File: config.mk
export PLATFORM = sky130hd
export DESIGN_NAME = ram_access_ctrl_flat
export DESIGN_NICKNAME = d
export VERILOG_FILES = /design/src/rtl/ram_access_ctrl_if.sv /design/src/rtl/ram_access_ctrl.sv /design/src/flat_wrapper.sv
export SDC_FILE = /design/constraint.sdc
export NUM_CORES = 1
export LEC_CHECK = 0
export CAP_MARGIN = 25
export CORE_UTILIZATION = 30
export DETAILED_ROUTE_END_ITERATION = 8
export GPL_ROUTABILITY_DRIVEN = 0
export SYNTH_ARGS = -nofsm -noshare
export SYNTH_HDL_FRONTEND = slang
export SYNTH_SLANG_ARGS = --single-unit
File: constraint.sdc
create_clock -name clk -period 2 [get_ports clk]
set_input_delay 0.6 -clock clk [delete_from_list [all_inputs] [get_ports clk]]
set_output_delay 0.6 -clock clk [all_outputs]
set_load 0.05 [all_outputs]
File: src/rtl/ram_access_ctrl_if.sv
// Host request/response bundle for ram_access_ctrl.
// The host drives requests through the master modport; the controller uses the slave modport.
interface ram_access_ctrl_if #(
  parameter int DATA_W = 4,
  parameter int ADDR_W = 3
);
  logic              req_valid;
  logic              req_ready;
  logic              req_wr;
  logic [ADDR_W-1:0] req_addr;
  logic [DATA_W-1:0] req_data;
  logic [2:0]        req_len;
  logic              resp_valid;
  logic [DATA_W-1:0] resp_data;
  logic              addr_err;
  logic              verify_err;

  modport master (
    output req_valid, req_wr, req_addr, req_data, req_len,
    input  req_ready, resp_valid, resp_data, addr_err, verify_err
  );

  modport slave (
    input  req_valid, req_wr, req_addr, req_data, req_len,
    output req_ready, resp_valid, resp_data, addr_err, verify_err
  );
endinterface

File: src/rtl/ram_access_ctrl.sv
// Host-side controller for the 4-entry negedge scratch RAM: preload, single writes, wrapping read bursts.
// Optional write read-back check is enabled by defining RAM_CTRL_VERIFY_EN.
module ram_access_ctrl #(
  parameter int DATA_W = 4,
  parameter int ADDR_W = 3,
  parameter int DEPTH  = 4
) (
  input  logic              clk,
  input  logic              rst_n,
  ram_access_ctrl_if.slave  host,
  output logic [ADDR_W-1:0] ram_addr,
  output logic              ram_wr,
  output logic [DATA_W-1:0] ram_data_in,
  output logic              ram_set_mem,
  input  logic [DATA_W-1:0] ram_data_out
);

  localparam logic [ADDR_W-1:0] LAST_ADDR = ADDR_W'(DEPTH - 1);
  localparam logic [ADDR_W:0]   ADDR_LIM  = (ADDR_W + 1)'(DEPTH);

`ifdef RAM_CTRL_VERIFY_EN
  typedef enum logic [2:0] {INIT, PRELOAD, IDLE, WRITE, READ, VREAD, VCHECK} state_e;
`else
  typedef enum logic [2:0] {INIT, PRELOAD, IDLE, WRITE, READ} state_e;
`endif

  state_e            state_q, state_d;
  logic              req_ready_q, req_ready_d;
  logic              resp_valid_q, resp_valid_d;
  logic [DATA_W-1:0] resp_data_q, resp_data_d;
  logic              addr_err_q, addr_err_d;
  logic [ADDR_W-1:0] ram_addr_q, ram_addr_d;
  logic              ram_wr_q, ram_wr_d;
  logic [DATA_W-1:0] ram_data_in_q, ram_data_in_d;
  logic              ram_set_mem_q, ram_set_mem_d;
  logic [2:0]        cnt_q, cnt_d;
`ifdef RAM_CTRL_VERIFY_EN
  logic              verify_err_q, verify_err_d;
`endif

  always_comb begin
    state_d       = state_q;
    req_ready_d   = req_ready_q;
    resp_valid_d  = 1'b0;
    resp_data_d   = resp_data_q;
    addr_err_d    = 1'b0;
    ram_addr_d    = ram_addr_q;
    ram_wr_d      = 1'b0;
    ram_data_in_d = ram_data_in_q;
    ram_set_mem_d = 1'b1;
    cnt_d         = cnt_q;
`ifdef RAM_CTRL_VERIFY_EN
    verify_err_d  = verify_err_q;
`endif
    unique case (state_q)
      INIT: begin
        ram_set_mem_d = 1'b0;
        state_d       = PRELOAD;
      end
      PRELOAD: begin
        req_ready_d = 1'b1;
        state_d     = IDLE;
      end
      IDLE: begin
        if (host.req_valid && req_ready_q) begin
          // Out-of-range requests are consumed without touching the RAM port.
          if ({1'b0, host.req_addr} >= ADDR_LIM) begin
            addr_err_d = 1'b1;
          end else if (host.req_wr) begin
            req_ready_d   = 1'b0;
            ram_wr_d      = 1'b1;
            ram_addr_d    = host.req_addr;
            ram_data_in_d = host.req_data;
            state_d       = WRITE;
          end else begin
            req_ready_d = 1'b0;
            ram_addr_d  = host.req_addr;
            cnt_d       = host.req_len;
            state_d     = READ;
          end
        end
      end
      WRITE: begin
`ifdef RAM_CTRL_VERIFY_EN
        state_d = VREAD;
`else
        req_ready_d = 1'b1;
        state_d     = IDLE;
`endif
      end
      READ: begin
        // ram_data_out was refreshed on the negedge for the address presented this cycle.
        resp_data_d  = ram_data_out;
        resp_valid_d = 1'b1;
        ram_addr_d   = (ram_addr_q == LAST_ADDR) ? '0 : ram_addr_q + 1'b1;
        if (cnt_q == 3'd0) begin
          req_ready_d = 1'b1;
          state_d     = IDLE;
        end else begin
          cnt_d = cnt_q - 3'd1;
        end
      end
`ifdef RAM_CTRL_VERIFY_EN
      VREAD: begin
        if (ram_data_out != ram_data_in_q) verify_err_d = 1'b1;
        state_d = VCHECK;
      end
      VCHECK: begin
        req_ready_d = 1'b1;
        state_d     = IDLE;
      end
`endif
      default: state_d = INIT;
    endcase
  end

  always_ff @(posedge clk) begin
    if (!rst_n) begin
      state_q       <= INIT;
      req_ready_q   <= 1'b0;
      resp_valid_q  <= 1'b0;
      resp_data_q   <= '0;
      addr_err_q    <= 1'b0;
      ram_addr_q    <= '0;
      ram_wr_q      <= 1'b0;
      ram_data_in_q <= '0;
      ram_set_mem_q <= 1'b1;
      cnt_q         <= '0;
`ifdef RAM_CTRL_VERIFY_EN
      verify_err_q  <= 1'b0;
`endif
    end else begin
      state_q       <= state_d;
      req_ready_q   <= req_ready_d;
      resp_valid_q  <= resp_valid_d;
      resp_data_q   <= resp_data_d;
      addr_err_q    <= addr_err_d;
      ram_addr_q    <= ram_addr_d;
      ram_wr_q      <= ram_wr_d;
      ram_data_in_q <= ram_data_in_d;
      ram_set_mem_q <= ram_set_mem_d;
      cnt_q         <= cnt_d;
`ifdef RAM_CTRL_VERIFY_EN
      verify_err_q  <= verify_err_d;
`endif
    end
  end

  assign host.req_ready  = req_ready_q;
  assign host.resp_valid = resp_valid_q;
  assign host.resp_data  = resp_data_q;
  assign host.addr_err   = addr_err_q;
`ifdef RAM_CTRL_VERIFY_EN
  assign host.verify_err = verify_err_q;
`else
  assign host.verify_err = 1'b0;
`endif
  assign ram_addr    = ram_addr_q;
  assign ram_wr      = ram_wr_q;
  assign ram_data_in = ram_data_in_q;
  assign ram_set_mem = ram_set_mem_q;

endmodule

File: src/flat_wrapper.sv
// flat-port wrapper written by rule: the top's interface ports become plain ports
module ram_access_ctrl_flat 
#(
  parameter int DATA_W = 4,
  parameter int ADDR_W = 3,
  parameter int DEPTH  = 4
)
  (clk, rst_n, ram_addr, ram_wr, ram_data_in, ram_set_mem, ram_data_out, host_req_valid, host_req_wr, host_req_addr, host_req_data, host_req_len, host_req_ready, host_resp_valid, host_resp_data, host_addr_err, host_verify_err);
  ram_access_ctrl_if #(.DATA_W(DATA_W), .ADDR_W(ADDR_W)) host_i ();
  input  logic clk;
  input  logic rst_n;
  output logic [ADDR_W-1:0] ram_addr;
  output logic ram_wr;
  output logic [DATA_W-1:0] ram_data_in;
  output logic ram_set_mem;
  input  logic [DATA_W-1:0] ram_data_out;
  input wire logic [$bits(host_i.req_valid)-1:0] host_req_valid;
  input wire logic [$bits(host_i.req_wr)-1:0] host_req_wr;
  input wire logic [$bits(host_i.req_addr)-1:0] host_req_addr;
  input wire logic [$bits(host_i.req_data)-1:0] host_req_data;
  input wire logic [$bits(host_i.req_len)-1:0] host_req_len;
  output wire logic [$bits(host_i.req_ready)-1:0] host_req_ready;
  output wire logic [$bits(host_i.resp_valid)-1:0] host_resp_valid;
  output wire logic [$bits(host_i.resp_data)-1:0] host_resp_data;
  output wire logic [$bits(host_i.addr_err)-1:0] host_addr_err;
  output wire logic [$bits(host_i.verify_err)-1:0] host_verify_err;
  assign host_i.req_valid = host_req_valid;
  assign host_i.req_wr = host_req_wr;
  assign host_i.req_addr = host_req_addr;
  assign host_i.req_data = host_req_data;
  assign host_i.req_len = host_req_len;
  assign host_req_ready = host_i.req_ready;
  assign host_resp_valid = host_i.resp_valid;
  assign host_resp_data = host_i.resp_data;
  assign host_addr_err = host_i.addr_err;
  assign host_verify_err = host_i.verify_err;
  ram_access_ctrl #(.DATA_W(DATA_W), .ADDR_W(ADDR_W), .DEPTH(DEPTH)) u_core (.clk(clk), .rst_n(rst_n), .host(host_i), .ram_addr(ram_addr), .ram_wr(ram_wr), .ram_data_in(ram_data_in), .ram_set_mem(ram_set_mem), .ram_data_out(ram_data_out));
endmodule
# After elaboration in Yosys (flattened, before gate mapping)
# Cells that the tools add are included.
dict set report word_totals {
  reg_bits 22
  elab_cells 62
  in_bits 18
  out_inout_bits 17
}
dict set report classes {
  addsub 2
  bitwise_logic 4
  mux 22
  eq_ne 10
  n_reduce_logical 13
  n_lt_le_gt_ge 1
}
# operator count
set op_table {}
lappend op_table {{two-way mux 3 bit} 11}
lappend op_table {{case mux 3 bit (2 select lines)} 2}
lappend op_table {{case mux 3 bit (4 select lines)} 1}
lappend op_table {{equality test 3 x 2 -> 1 bit, second input constant} 3}
lappend op_table {{AND reduction 3 bit} 3}
lappend op_table {{AND reduction 4 bit} 2}
lappend op_table {{two-way mux 1 bit} 7}
lappend op_table {{logical NOT 3 bit} 2}
lappend op_table {{inequality test 2 bit, second input constant} 3}
lappend op_table {{AND reduction 5 bit} 1}
lappend op_table {{inequality test 2 x 1 -> 1 bit, second input constant} 2}
lappend op_table {{NOT 1 bit} 4}
lappend op_table {{OR reduction 4 bit} 1}
lappend op_table {{adder 3 x 1 -> 3 bit, second input constant} 1}
lappend op_table {{equality test 3 x 1 -> 1 bit, second input constant} 1}
lappend op_table {{equality test 3 bit, second input constant} 1}
lappend op_table {{greater-or-equal comparator 3 bit, second input constant} 1}
lappend op_table {{case mux 1 bit (3 select lines)} 1}
lappend op_table {{nonzero test 3 bit} 1}
lappend op_table {{subtractor 3 x 1 -> 3 bit, second input constant} 1}
lappend op_table {{nonzero test 2 bit} 1}
lappend op_table {{OR reduction 2 bit} 1}
lappend op_table {{logical AND 1 bit} 1}

# Logic depth before layout (Yosys ltp)
dict set report depth {
  depth_word 4
  depth_mapped 7
  ltp_nobuf 7
}

# Worst setup path after synthesis
# No wires, ideal clock.
dict set report synth_path {
  path_kind {flip-flop to flip-flop}
  startpoint {register u_core.req_ready_q, in the netlist u_core.host.req_ready}
  endpoint {register u_core.cnt_q[1]}
  arrival_time_ns 1.531
  required_ns 1.930
  setup_ns 0.070
  n_path_buf 0
  setup_slack_ns 0.399
  stages_incl_launch_ff 5
  period_less_slack_ns 1.601
  cell_sequence {dfxtp_1 and4b_1 a32oi_4 a211o_1 a21oi_1}
}
dict set report synth_via {
  elab_chain_len 3
}
# element line_no
set synth_lines {}
lappend synth_lines {{start, declared} ram_access_ctrl.sv:28} ;# logic req_ready_q, req_ready_d;
lappend synth_lines {{start signal, assigned} ram_access_ctrl.sv:134} ;# req_ready_q <= req_ready_d;
lappend synth_lines {{logical AND 1 bit} ram_access_ctrl.sv:65} ;# if (host.req_valid && req_ready_q) begin
lappend synth_lines {{inequality test 2 x 1 -> 1 bit (no line)} --}
lappend synth_lines {{AND reduction 5 bit (no line)} --}
lappend synth_lines {{end signal, assigned} ram_access_ctrl.sv:142} ;# cnt_q <= cnt_d;
lappend synth_lines {{end, declared} ram_access_ctrl.sv:36} ;# logic [2:0] cnt_q, cnt_d;
# Every way passes these cells.
# A chain may end at the register's enable or synchronous reset.

# Worst setup path after layout
dict set report layout_path {
  startpoint {input port host_req_addr[2]}
  endpoint {register u_core.ram_addr_q[2], in the netlist u_core.ram_addr[2]}
}
dict set report layout_via {
  elab_chain_len 3
  word_cells_on_any_way 6
  classes_between {order compare (1); eq/ne (1); mux (3); reduce/logical (1)}
}
# element line_no
set layout_lines {}
lappend layout_lines {{start, declared} flat_wrapper.sv:19} ;# input wire logic [$bits(host_i.req_addr)-1:0] host_req_addr;
lappend layout_lines {{greater-or-equal comparator 3 bit or two-way mux 3 bit (tied branches)} ram_access_ctrl.sv:67} ;# if ({1'b0, host.req_addr} >= ADDR_LIM) begin
lappend layout_lines {{inequality test 2 bit (no line) or two-way mux 3 bit (tied branches)} --}
lappend layout_lines {{AND reduction 3 bit (no line) or case mux 3 bit (2 select lines) (tied branches)} --}
lappend layout_lines {{end signal, assigned} ram_access_ctrl.sv:138} ;# ram_addr_q <= ram_addr_d;
lappend layout_lines {{end, declared} ram_access_ctrl.sv:32} ;# logic [ADDR_W-1:0] ram_addr_q, ram_addr_d;
# Several ways; a longest one is shown, not always the timed one. The select of a mux whose other input is x is not followed.

==> metrics.md <==
| Metric | Value |
|---|---|
| Status | completed |
| Clock Skew | 8.87 ps |
| Dpl hpwl | 1.70 mm |
| FFs w/ async S/R, synth | 0% |
| Rel. slew slack | 66.3% |
| Unrepaired setup endpoints after global routing | no |
| Clk_lat worst skew | 300 ps |
| CTS tree | yes |
| Worst r2r dst | u_core.ram_addr[1] |
| Arrival time worst endpoint | 1970 ps |
| Critical path endpoint category | register |
| Clock slew at reported path FFs | 130 ps |
| Worst R2R Start | u_core.state_q[2] |
| Min-delay src | u_core.cnt_q[1] |
| Synth Area per Inst | 9.34 um2 |
| Vias | 884 |
| Post-CTS Resized | 0 |
| Max FO, Critical Path | 3 |
| CTS Hold Buffers Added | 0 |
| Actual slew at the worst max-slew pin | 505 ps |
| First-pass detailed-route iteration total | 4 |
| I/O pins | 35 |
| CP Data Required Time | 2210 ps |
| Final Cell Area | 0.00140 mm2 |
| Minimum clock period | 1760 ps |
| Unique masters post-synth | 35 |
| Synth warn | 0 |
| WL final | 2.20 mm |
| Largest net degree at the start of global routing | 17 |
| Power Dens Cells | 654 mW/mm2 |
| Worst Setup Slack, final | 242 ps |
| Starting DRT DRC Count | 28 |
| Register-to-register setup slack | 340 ps |
| Drt wl/cell | 11.7 um |
| Global-route wire length before repair | 3.53 mm |
| Max-capacitance violation count | 0 |
| Final hold violation count | 0 |
| Synth top area cells | dfxtp_1, nand2_1, mux2i_1, a21oi_1, ha_1 |
| Die X | 60.3 um |
| Period utilization | 87.9% |
| Seq/Total Area, Yosys | 43.2% |
| TNS Setup | 0 ps |
| Hold endpoint | u_core.cnt_q[1] |
| WHS Path Cells | 2 |
| Die Ht | 60.3 um |
| H-tree depth | 1 |
| Gr ovfl total | 0 |
| Share of the synthesized area in the top cell type | 43.2% |
| Post-route ant nets | 0 |
| Worst slack, placed | -59.9 ps |
| Drc violations | 0 |
| Clk sinks | 22 |
| Reg2Reg Depth | 4 |
| Setup bufs post-CTS | 0 |
| Lkg Pwr | 0.573 nW |
| Vias in the first global route | 803 |
| Die ar. | 0.00363 mm2 |
| Post-DP Area | 0.00135 mm2 |
| Min-delay worst type | reg2reg |
| PortBufs | 33 |
| Antenna violations before repair | 0 |
| Vias per cell | 4.70 |
| Slew Limit Fails | 0 |
| Post-synthesis cell area | 0.00102 mm2 |
| Core area | 0.00313 mm2 |
| CTS root buf | clkbuf_4 |
| Total power | 0.914 mW |
| Hold slack | 462 ps |
| Setup-failing EPs final | 0 |
| # diodes | 0 |
| Flops & latches, synth | 22 |
| # nets final | 166 |
| Synth area leader | dfxtp_1 |
| Worst setup path category | in2reg |
| Number of flops mapped to enable cells by yosys | 0 |
| Synth top cells by count | dfxtp_1, nand2_1, nor2_1 |
| Fmax | 569 MHz |
| Row cnt | 20 |
| Global-route usage over all layers | 13.0% |
| Area Overhead vs Synth | 37.2% |
| Most frequent cell after synthesis | dfxtp_1 |
| Clock Tree Buf Depth | 2 |
| Critical Path Start Type | input pin |
| Layout cells sized above 1 | 22.2% |
| Cells after Synth | 109 |
| Synth Flop Type | dfxtp_1 |
| Post-synthesis net count | 130 |
| Total CTS buffers | 3 |
| VDD IR max | 0.000306 V |
| Starting Density | 32.6% |
| Filler Cell Count | 316 |
metal layers:
metal  share of wire [%]  track usage, %  up-vias
met4                0.95            4.98        0
met1                  45            16.4      412
li1                    -               -      445
met2                  48            21.7       25
met3                 5.6            2.38        2
met5                   0               0        -
where the power goes:
| group | switching, mW | internal [mW] |
|---|---|---|
| Clock | 0.134 | 0.202 |
| Sequential | 0.0175 | 0.449 |
| Combinational | 0.0579 | 0.0541 |
| Total | 0.209 | 0.705 |
cells in the final DEF (no fill, tap or decap), drive strengths merged:
| master | Yosys | layout |
|---|---|---|
| and2 | 1 | 1 |
| bufinv | 0 | 1 |
| nand3 | 2 | 2 |
| dfxtp | 22 | 22 |
| clkdlybuf4s50 | 0 | 17 |
| or3 | 1 | 1 |
| o21ai | 1 | 1 |
| or3b | 1 | 1 |
| nand4b | 1 | 1 |
| buf | 5 | 20 |
| or2b | 1 | 1 |
| nor2 | 12 | 12 |
| a21oi | 9 | 9 |
| and4b | 1 | 1 |
| nor3 | 2 | 2 |
| a32oi | 1 | 1 |
| a31oi | 1 | 1 |
| o31ai | 2 | 2 |
| inv | 7 | 7 |
| clkbuf | 1 | 3 |
| nand2b | 1 | 1 |
| a221oi | 1 | 1 |
| a211oi | 2 | 2 |
| nor3b | 1 | 1 |
| o311a | 2 | 2 |
| mux2i | 5 | 5 |
| nand3b | 1 | 1 |
| conb | 1 | 1 |
| mux2 | 1 | 1 |
| a311oi | 2 | 2 |
| or2 | 1 | 1 |
| a211o | 1 | 1 |
| ha | 3 | 3 |
| nand2 | 16 | 16 |
worst max-delay path by stage:
stage                           from                  to  cells past startpoint
2_1_floorplan  u_core.host.req_ready     u_core.cnt_q[1]                      4
3_3_place_gp        host_req_addr[2]  u_core.ram_addr[2]                      4
3_5_place_dp        host_req_addr[2]  u_core.ram_addr[2]                      4
4_1_cts             host_req_addr[2]  u_core.ram_addr[2]                      4
5_1_grt             host_req_addr[2]  u_core.ram_addr[2]                      4
6_report            host_req_addr[2]  u_core.ram_addr[2]                      4
registers in the layout, indices dropped and copies added (netlist names):
register	flops
u_core.host.resp_data	4
u_core.ram_data_in	4
u_core.cnt_q	3
u_core.ram_addr	3
u_core.state_q	3
u_core.host.addr_err	1
u_core.host.req_ready	1
u_core.host.resp_valid	1
u_core.ram_set_mem	1
u_core.ram_wr	1
metrics by stage:
stage,instances,util [%]
after CTS,188,44.7
after global routing,188,44.7
final,188,44.7
after floorplan,109,-
after detailed placement,184,43.0
after global placement,184,43.0
final cells by class:
type / count / area [um2] / share of cell area (%)
timing repair buffer: 37 / 320 / 22.9
tap: 44 / 55.1 / 3.94
clock inverter: 1 / 30.0 / 2.15
inverter: 7 / 26.3 / 1.88
multi-input combinational: 74 / 503 / 36.0
sequential: 22 / 440 / 31.5
clock buffer: 3 / 22.5 / 1.61
kinds of logic after synthesis:
family	share of synthesized area (%)
adder cells (fa/ha/maj)	3.69
flip-flops	43.2
AO/OA/AOI/OAI	17.6
multiplexers	6.02
other	0.368
AND/OR/NAND/NOR	21.7
buffers and inverters	7.37
worst max-delay path, cell delays in order:
cell	delay [ps]
clkdlybuf4s50_1	430
nand4b_1	270
mux2_2	340
o311a_1	320
Note: power is estimated with default switching activity, not from simulation.
